`src/rtl/axi_arb_pkg.sv`:
```
// Shared types and constants for the two-requester AXI4 memory arbiter.
// The state set is IDLE/IFU_RD/LSU_RD/LSU_WR; grant codes line up with those state codes.
package axi_arb_pkg;

  localparam int ADDR_W_DEF = 32;
  localparam int DATA_W_DEF = 32;
  localparam int ID_W_DEF   = 4;

  typedef logic [1:0] state_t;

  localparam state_t ST_IDLE   = 2'd0;
  localparam state_t ST_IFU_RD = 2'd1;
  localparam state_t ST_LSU_RD = 2'd2;
  localparam state_t ST_LSU_WR = 2'd3;

  // Each grant code equals the state it leads to, so IDLE can load the grant directly.
  typedef enum logic [1:0] {
    GNT_NONE   = 2'd0,
    GNT_IFU    = 2'd1,
    GNT_LSU_RD = 2'd2,
    GNT_LSU_WR = 2'd3
  } grant_e;

  localparam logic [1:0] RESP_OKAY   = 2'b00;
  localparam logic [1:0] RESP_SLVERR = 2'b10;
  localparam logic [1:0] RESP_DECERR = 2'b11;

  function automatic state_t grant_to_state(input grant_e g);
    return state_t'(g);
  endfunction

endpackage

```
`src/rtl/axi_arb_pick.sv`:
```
// Request-to-grant selector: LSU write first, then LSU read vs IFU.
// With ARB_RR_EN defined, LSU-read/IFU ties alternate via a last_grant bit.
module axi_arb_pick
  import axi_arb_pkg::*;
(
`ifdef ARB_RR_EN
  input  logic   clk,
  input  logic   rst,
  input  logic   grant_en,
`endif
  input  logic   ifu_req,
  input  logic   lsu_rd_req,
  input  logic   lsu_wr_req,
  output grant_e grant
);

  logic lsu_wins_tie;

`ifdef ARB_RR_EN
  logic last_lsu;  // 0: IFU was the last read grant, 1: LSU was

  assign lsu_wins_tie = ~last_lsu;

  always_ff @(posedge clk or posedge rst) begin
    if (rst) begin
      last_lsu <= 1'b0;
    end else if (grant_en && (grant == GNT_LSU_RD || grant == GNT_IFU)) begin
      last_lsu <= (grant == GNT_LSU_RD);
    end
  end
`else
  assign lsu_wins_tie = 1'b1;
`endif

  // NOTE: assign the output a default first so no path through the block can infer a latch.
  always_comb begin
    grant = GNT_NONE;
    if (lsu_wr_req) begin
      grant = GNT_LSU_WR;
    end else if (lsu_rd_req && (lsu_wins_tie || !ifu_req)) begin
      grant = GNT_LSU_RD;
    end else if (ifu_req) begin
      grant = GNT_IFU;
    end
  end

endmodule

```
`src/rtl/axi_mem_arbiter.sv`:
```
// Shares one AXI4 master port between IFU (read-only) and LSU (read/write), one transaction at a time.
// Define ARB_RR_EN for round-robin LSU-read/IFU tie-breaking; fixed priority otherwise.
module axi_mem_arbiter
  import axi_arb_pkg::*;
#(
  parameter int ADDR_W = ADDR_W_DEF,
  parameter int DATA_W = DATA_W_DEF,
  parameter int ID_W   = ID_W_DEF
) (
  input  logic                i_clock,
  input  logic                i_reset,
  // IFU
  input  logic                i_ifu_arvalid,
  output logic                o_ifu_arready,
  input  logic [ADDR_W-1:0]   i_ifu_araddr,
  input  logic [ID_W-1:0]     i_ifu_arid,
  input  logic [7:0]          i_ifu_arlen,
  input  logic [2:0]          i_ifu_arsize,
  input  logic [1:0]          i_ifu_arburst,
  output logic                o_ifu_rvalid,
  input  logic                i_ifu_rready,
  output logic [DATA_W-1:0]   o_ifu_rdata,
  output logic [1:0]          o_ifu_rresp,
  output logic                o_ifu_rlast,
  output logic [ID_W-1:0]     o_ifu_rid,
  // LSU
  input  logic                i_lsu_arvalid,
  output logic                o_lsu_arready,
  input  logic [ADDR_W-1:0]   i_lsu_araddr,
  input  logic [ID_W-1:0]     i_lsu_arid,
  input  logic [7:0]          i_lsu_arlen,
  input  logic [2:0]          i_lsu_arsize,
  input  logic [1:0]          i_lsu_arburst,
  output logic                o_lsu_rvalid,
  input  logic                i_lsu_rready,
  output logic [DATA_W-1:0]   o_lsu_rdata,
  output logic [1:0]          o_lsu_rresp,
  output logic                o_lsu_rlast,
  output logic [ID_W-1:0]     o_lsu_rid,
  input  logic                i_lsu_awvalid,
  output logic                o_lsu_awready,
  input  logic [ADDR_W-1:0]   i_lsu_awaddr,
  input  logic [ID_W-1:0]     i_lsu_awid,
  input  logic [7:0]          i_lsu_awlen,
  input  logic [2:0]          i_lsu_awsize,
  input  logic [1:0]          i_lsu_awburst,
  input  logic                i_lsu_wvalid,
  output logic                o_lsu_wready,
  input  logic [DATA_W-1:0]   i_lsu_wdata,
  input  logic [DATA_W/8-1:0] i_lsu_wstrb,
  input  logic                i_lsu_wlast,
  output logic                o_lsu_bvalid,
  input  logic                i_lsu_bready,
  output logic [1:0]          o_lsu_bresp,
  output logic [ID_W-1:0]     o_lsu_bid,
  // Downstream
  output logic                o_axi_arvalid,
  input  logic                i_axi_arready,
  output logic [ADDR_W-1:0]   o_axi_araddr,
  output logic [ID_W-1:0]     o_axi_arid,
  output logic [7:0]          o_axi_arlen,
  output logic [2:0]          o_axi_arsize,
  output logic [1:0]          o_axi_arburst,
  output logic                o_axi_awvalid,
  input  logic                i_axi_awready,
  output logic [ADDR_W-1:0]   o_axi_awaddr,
  output logic [ID_W-1:0]     o_axi_awid,
  output logic [7:0]          o_axi_awlen,
  output logic [2:0]          o_axi_awsize,
  output logic [1:0]          o_axi_awburst,
  output logic                o_axi_wvalid,
  input  logic                i_axi_wready,
  output logic [DATA_W-1:0]   o_axi_wdata,
  output logic [DATA_W/8-1:0] o_axi_wstrb,
  output logic                o_axi_wlast,
  input  logic                i_axi_rvalid,
  output logic                o_axi_rready,
  input  logic [DATA_W-1:0]   i_axi_rdata,
  input  logic [1:0]          i_axi_rresp,
  input  logic                i_axi_rlast,
  input  logic [ID_W-1:0]     i_axi_rid,
  input  logic                i_axi_bvalid,
  output logic                o_axi_bready,
  input  logic [1:0]          i_axi_bresp,
  input  logic [ID_W-1:0]     i_axi_bid
);

  state_t state;
  logic   aw_done;
  logic   w_done;
  grant_e grant;

  logic rd_ifu, rd_lsu, in_wr;
  logic r_done, aw_hs, w_hs, b_hs;

  assign rd_ifu = (state == ST_IFU_RD);
  assign rd_lsu = (state == ST_LSU_RD);
  assign in_wr  = (state == ST_LSU_WR);

  axi_arb_pick u_pick (
`ifdef ARB_RR_EN
    .clk        (i_clock),
    .rst        (i_reset),
    .grant_en   (state == ST_IDLE),
`endif
    .ifu_req    (i_ifu_arvalid),
    .lsu_rd_req (i_lsu_arvalid),
    .lsu_wr_req (i_lsu_awvalid | i_lsu_wvalid),
    .grant      (grant)
  );

  // AR channel: the granted requester's request goes downstream, the other sees arready=0.
  always_comb begin
    o_axi_arvalid = 1'b0;
    o_axi_araddr  = '0;
    o_axi_arid    = '0;
    o_axi_arlen   = '0;
    o_axi_arsize  = '0;
    o_axi_arburst = '0;
    o_ifu_arready = 1'b0;
    o_lsu_arready = 1'b0;
    case (state)
      ST_IFU_RD: begin
        o_axi_arvalid = i_ifu_arvalid;
        o_axi_araddr  = i_ifu_araddr;
        o_axi_arid    = i_ifu_arid;
        o_axi_arlen   = i_ifu_arlen;
        o_axi_arsize  = i_ifu_arsize;
        o_axi_arburst = i_ifu_arburst;
        o_ifu_arready = i_axi_arready;
      end
      ST_LSU_RD: begin
        o_axi_arvalid = i_lsu_arvalid;
        o_axi_araddr  = i_lsu_araddr;
        o_axi_arid    = i_lsu_arid;
        o_axi_arlen   = i_lsu_arlen;
        o_axi_arsize  = i_lsu_arsize;
        o_axi_arburst = i_lsu_arburst;
        o_lsu_arready = i_axi_arready;
      end
      default: ;
    endcase
  end

  // R channel: a response outside the read window is left unacknowledged.
  assign o_axi_rready = rd_ifu ? i_ifu_rready : (rd_lsu ? i_lsu_rready : 1'b0);

  assign o_ifu_rvalid = rd_ifu & i_axi_rvalid;
  assign o_ifu_rdata  = rd_ifu ? i_axi_rdata : '0;
  assign o_ifu_rresp  = rd_ifu ? i_axi_rresp : '0;
  assign o_ifu_rlast  = rd_ifu & i_axi_rlast;
  assign o_ifu_rid    = rd_ifu ? i_axi_rid   : '0;

  assign o_lsu_rvalid = rd_lsu & i_axi_rvalid;
  assign o_lsu_rdata  = rd_lsu ? i_axi_rdata : '0;
  assign o_lsu_rresp  = rd_lsu ? i_axi_rresp : '0;
  assign o_lsu_rlast  = rd_lsu & i_axi_rlast;
  assign o_lsu_rid    = rd_lsu ? i_axi_rid   : '0;

  // AW and W run independently; each is masked once its handshake has completed.
  assign o_axi_awvalid = in_wr & i_lsu_awvalid & ~aw_done;
  assign o_lsu_awready = in_wr & i_axi_awready & ~aw_done;
  assign o_axi_awaddr  = in_wr ? i_lsu_awaddr  : '0;
  assign o_axi_awid    = in_wr ? i_lsu_awid    : '0;
  assign o_axi_awlen   = in_wr ? i_lsu_awlen   : '0;
  assign o_axi_awsize  = in_wr ? i_lsu_awsize  : '0;
  assign o_axi_awburst = in_wr ? i_lsu_awburst : '0;

  assign o_axi_wvalid = in_wr & i_lsu_wvalid & ~w_done;
  assign o_lsu_wready = in_wr & i_axi_wready & ~w_done;
  assign o_axi_wdata  = in_wr ? i_lsu_wdata : '0;
  assign o_axi_wstrb  = in_wr ? i_lsu_wstrb : '0;
  assign o_axi_wlast  = in_wr & i_lsu_wlast;

  assign o_lsu_bvalid = in_wr & i_axi_bvalid;
  assign o_axi_bready = in_wr & i_lsu_bready;
  assign o_lsu_bresp  = in_wr ? i_axi_bresp : '0;
  assign o_lsu_bid    = in_wr ? i_axi_bid   : '0;

  assign r_done = i_axi_rvalid & o_axi_rready & i_axi_rlast;
  assign aw_hs  = o_axi_awvalid & i_axi_awready;
  assign w_hs   = o_axi_wvalid & i_axi_wready;
  assign b_hs   = i_axi_bvalid & o_axi_bready;

  // NOTE: registered state uses non-blocking assignments so every flop samples pre-edge values.
  always_ff @(posedge i_clock or posedge i_reset) begin
    if (i_reset) begin
      state   <= ST_IDLE;
      aw_done <= 1'b0;
      w_done  <= 1'b0;
    end else begin
      case (state)
        ST_IDLE: state <= grant_to_state(grant);
        ST_IFU_RD, ST_LSU_RD: begin
          if (r_done) state <= ST_IDLE;
        end
        ST_LSU_WR: begin
          if (b_hs) begin
            state   <= ST_IDLE;
            aw_done <= 1'b0;
            w_done  <= 1'b0;
          end else begin
            if (aw_hs)                w_done  <= w_done;
            if (aw_hs)                aw_done <= 1'b1;
            if (w_hs && i_lsu_wlast)  w_done  <= 1'b1;
          end
        end
        default: state <= ST_IDLE;
      endcase
    end
  end

endmodule

```
`config.mk`:
```
export PLATFORM = sky130hd
export DESIGN_NAME = axi_mem_arbiter
export DESIGN_NICKNAME = d
export VERILOG_FILES = /design/src/rtl/axi_arb_pkg.sv /design/src/rtl/axi_arb_pick.sv /design/src/rtl/axi_mem_arbiter.sv
export SDC_FILE = /design/constraint.sdc
export NUM_CORES = 1
export LEC_CHECK = 0
export CORE_AREA = 10 10 177 179
export DETAILED_ROUTE_END_ITERATION = 12
export DIE_AREA = 0 0 187 189
export GPL_ROUTABILITY_DRIVEN = 0
export SYNTH_ARGS = -nofsm -noshare
export SYNTH_HDL_FRONTEND = slang
export SYNTH_SLANG_ARGS = --single-unit
export TNS_END_PERCENT = 20
```
`constraint.sdc`:
```
create_clock -name i_clock -period 3.9 [get_ports i_clock]
set_clock_uncertainty 0.15 [all_clocks]
set_input_delay 0.585 -clock i_clock [delete_from_list [all_inputs] [get_ports i_clock]]
set_output_delay 0.585 -clock i_clock [all_outputs]
set_load 0.01 [all_outputs]
```
==> metrics.md <==
| Metric | Value |
|---|---|
| Clk root buf | clkbuf_16 |
| Total Wirelength | between 20000 and 25000 microns |
| Die height | 189 microns |
| Fraction of layout cells with a size suffix above 1 | 0.0190 |
| Maximum VDD drop | between 150 and 200 uV |
| Comb pwr share | 0.931 |
| Final worst slack | roughly 0.59 ns |
| Mapped Area | 2250 sq um |
| Clk pwr share | 0.046 |
| ANT nets after route | 0 |
| CP endpoint | o_axi_awburst[0] |
| Distinct cells, synth | 20 |
| Worst min-delay path class | in -> async |
| P_int | roughly 2 mW |
| R2R Setup Slk | roughly 1.5 ns |
| Setup WS pre-CTS | roughly 0.8 ns |
| Drt pass-1 iters | 4 |
| Largest net degree at the start of global routing | 86 |
| Starting Density | 0.0816 |
| Avg WL per Cell | 18.8 microns |
| Crit Path Category | reg -> out |
| Setup TNS | 0 ns |
| DRC viols | 0 |
| Critical R2R Launch | state[0] |
| Sequential power share | 0.023 |
| Sequential fraction of the synthesis area | 0.0444 |
| Clock transition at path regs | ~0.03 ns |
| CTS sink cnt | 4 |
| GR Overflow Total | 0 |
| Hold_buf cts | 0 |
| Initial antenna violation count | 2 |
| Slew headroom | 0.256 |
| Pwr dens | ~460 nW/um^2 |
| CP startpoint | state[0] |
| GRT Util Overall | 0.113 |
| Syn Nets | 588 |
| Vias/cell | around 3.6 |
| Worst setup SP type | flop |
| Yosys warns | 0 |
| Worst-margin pin slew | 1.12 ns |
| Setup violators final | 0 |
| Synth-to-Final Area Change | 232% |
| IO buf count | approximately 470 |
| Slowest CP cell | ha_2 |
| Max-Cap Viols | 0 |
| Max Freq | 302 MHz |
| Fin. Hold Viols | 0 |
| Worst path max stage delay | approximately 0.92 ns |
| H-tree depth | 1 |
| Critical Path Sink Type | primary output |
| Clock tree buffer depth | 2 |
| Die Width | 187 microns |
| NumNets Final | 1038 |
| Initial drt markers | 84 |
| P_sw | approximately 1.5 mW |
| Yosys reg bits | 4 |
| CTS Buf Count | 3 |
| Max FO, Critical Path | 85 |
| RSZ-0062 raised after global routing | no |
| First-pass GRT wire length | ~31000 microns |
| Non-filler cells, final | between 1000 and 1500 |
| Post-Syn Instances | 341 |
| Terminus of the critical flop-to-flop path | state[1] |
| Syn Area/Cell | ~6.6 sq um |
| R2r worst-path depth | 4 |
| Static Leak | around 2.7 nW |
| Switch share | 0.423 |
| Final Cycle Share | 0.850 |
| Post-CTS setup buffer count | 0 |
| Core ar. | roughly 28000 sq um |
| # IOs | approximately 470 |
| CTS tree | done |
| Via count | 4150 |
| Max Slew Vio Count | 0 |
| CTS resizes | 0 |
| Outcome | finished, final reports clean |
| Die footprint | approximately 35000 sq um |
| Crit path DAT | roughly 2.6 ns |
| Vias in the first global route | 4524 |
| Placed instance count | 1164 |
| Crit path time final | roughly 3.3 ns |
| Critical Path RT | 3.16 ns |
| Row count | 61 |
| Hpwl dp | roughly 20000 microns |
| Worst skew pair latency | between 0.2 and 0.25 ns |
| CP Cell Sequence | ha_2, buf_4, and2_1, clkdlybuf4s50_1 |
## worst min path at each step
stage | end | slack, ns | cells past startpoint
2_1_floorplan | aw_done | 0.20 | 1
3_3_place_gp | aw_done | 0.40 | 2
3_5_place_dp | aw_done | 0.41 | 2
4_1_cts | state[0] | 0.40 | 2
5_1_grt | w_done | 0.43 | 2
6_report | state[0] | 0.40 | 2
## layer usage
| metal | vias up | part of all wire | track usage | wire [microns] |
|---|---|---|---|---|
| met5 | - | 0.0012 | 0 | 26 |
| met4 | 4 | 0.0031 | 0.00931 | 68 |
| met3 | 9 | 0.11 | 0.0500 | 2430 |
| met2 | 289 | 0.52 | 0.216 | 11400 |
| met1 | 1835 | 0.37 | 0.115 | 8080 |
| li1 | 2013 | - | - | - |
## worst max-delay path, delay by kind of cell, from the launching register on
| family | cells | cell delay (ns) |
|---|---|---|
| fa+ha+maj | 1 | 0.92 |
| buf+inv | 2 | 0.86 |
| flops | 1 | 0.38 |
| simple gates | 1 | 0.14 |
## cell type report
class | count | area, sq um
inverter | 3 | 11.3
timing repair buffer | 480 | 4820
fill | 3004 | 20200
clock buffer | 3 | 75.1
antenna | 1 | 2.50
multi-input combinational | 299 | 1990
tap | 378 | 473
sequential | 4 | 100
## flip-flops by register name (all words and copies together) (netlist names)
name and cells:
state 2, aw_done 1, w_done 1
## through the flow
step / util / hold WS (ns) / instance area [sq um] / total power, mW
after detailed placement: 0.268 / 0.407 / 7400 / 3.38
after CTS: 0.271 / 0.402 / 7480 / 3.55
final: 0.271 / 0.400 / 7480 / 3.47
after floorplan: - / 0.201 / 2250 / 1.51
after global placement: 0.268 / 0.401 / 7400 / 3.38
after global routing: 0.271 / 0.431 / 7480 / 3.72
## cell usage after synthesis, drive strengths merged
| cell type | n | area share |
|---|---|---|
| a21boi | 2 | 0.0067 |
| a21oi | 2 | 0.0044 |
| a22oi | 50 | 0.17 |
| a311oi | 1 | 0.0067 |
| a31oi | 2 | 0.0055 |
| and2 | 176 | 0.49 |
| and3b | 4 | 0.016 |
| buf | 21 | 0.047 |
| clkbuf | 14 | 0.024 |
| dfrtp | 4 | 0.044 |
| ha | 4 | 0.022 |
| inv | 3 | 0.0050 |
| mux2i | 2 | 0.0089 |
| nand2 | 2 | 0.0033 |
| nand3b | 1 | 0.0033 |
| nor2b | 51 | 0.14 |
| o31ai | 2 | 0.0067 |
## power by group through the flow
| stage | Clock [mW] | Combinational (mW) | Sequential [mW] |
|---|---|---|---|
| 2_1_floorplan | 0 | 1.44 | 0.0747 |
| 3_3_place_gp | 0 | 3.30 | 0.0779 |
| 3_5_place_dp | 0 | 3.30 | 0.0805 |
| 4_1_cts | 0.162 | 3.31 | 0.0803 |
| 5_1_grt | 0.166 | 3.47 | 0.0828 |
| 6_report | 0.160 | 3.23 | 0.0805 |
## layout by cell type, fill, tap and decap left out
| master | Yosys | layout |
|---|---|---|
| a21boi_0 | 1 | 1 |
| ha_2 | 0 | 3 |
| and2_2 | 1 | 1 |
| clkbuf_16 | 0 | 3 |
| dfrtp_1 | 4 | 4 |
| clkdlybuf4s50_1 | 0 | 473 |
| inv_1 | 3 | 3 |
| and3b_1 | 4 | 4 |
| mux2i_1 | 2 | 2 |
| and2_1 | 175 | 175 |
| a311oi_2 | 1 | 1 |
| a21oi_1 | 2 | 2 |
| a21boi_1 | 1 | 1 |
| diode_2 | 0 | 1 |
| buf_12 | 0 | 3 |
| nand2_1 | 2 | 2 |
| ha_1 | 4 | 1 |
| buf_4 | 0 | 4 |
| nor2b_1 | 51 | 51 |
| nand3b_1 | 1 | 1 |
| a31oi_1 | 2 | 2 |
| o31ai_1 | 2 | 2 |
| a22oi_1 | 50 | 50 |
## cells by family after synthesis
| logic type | share of synthesized area |
|---|---|
| AND/OR/NAND/NOR | 0.653 |
| AO/OA/AOI/OAI | 0.196 |
| buffers and inverters | 0.0755 |
| adder cells (fa/ha/maj) | 0.0222 |
| flip-flops | 0.0444 |
| multiplexers | 0.00888 |
Note: power is estimated with default switching activity, not from simulation.
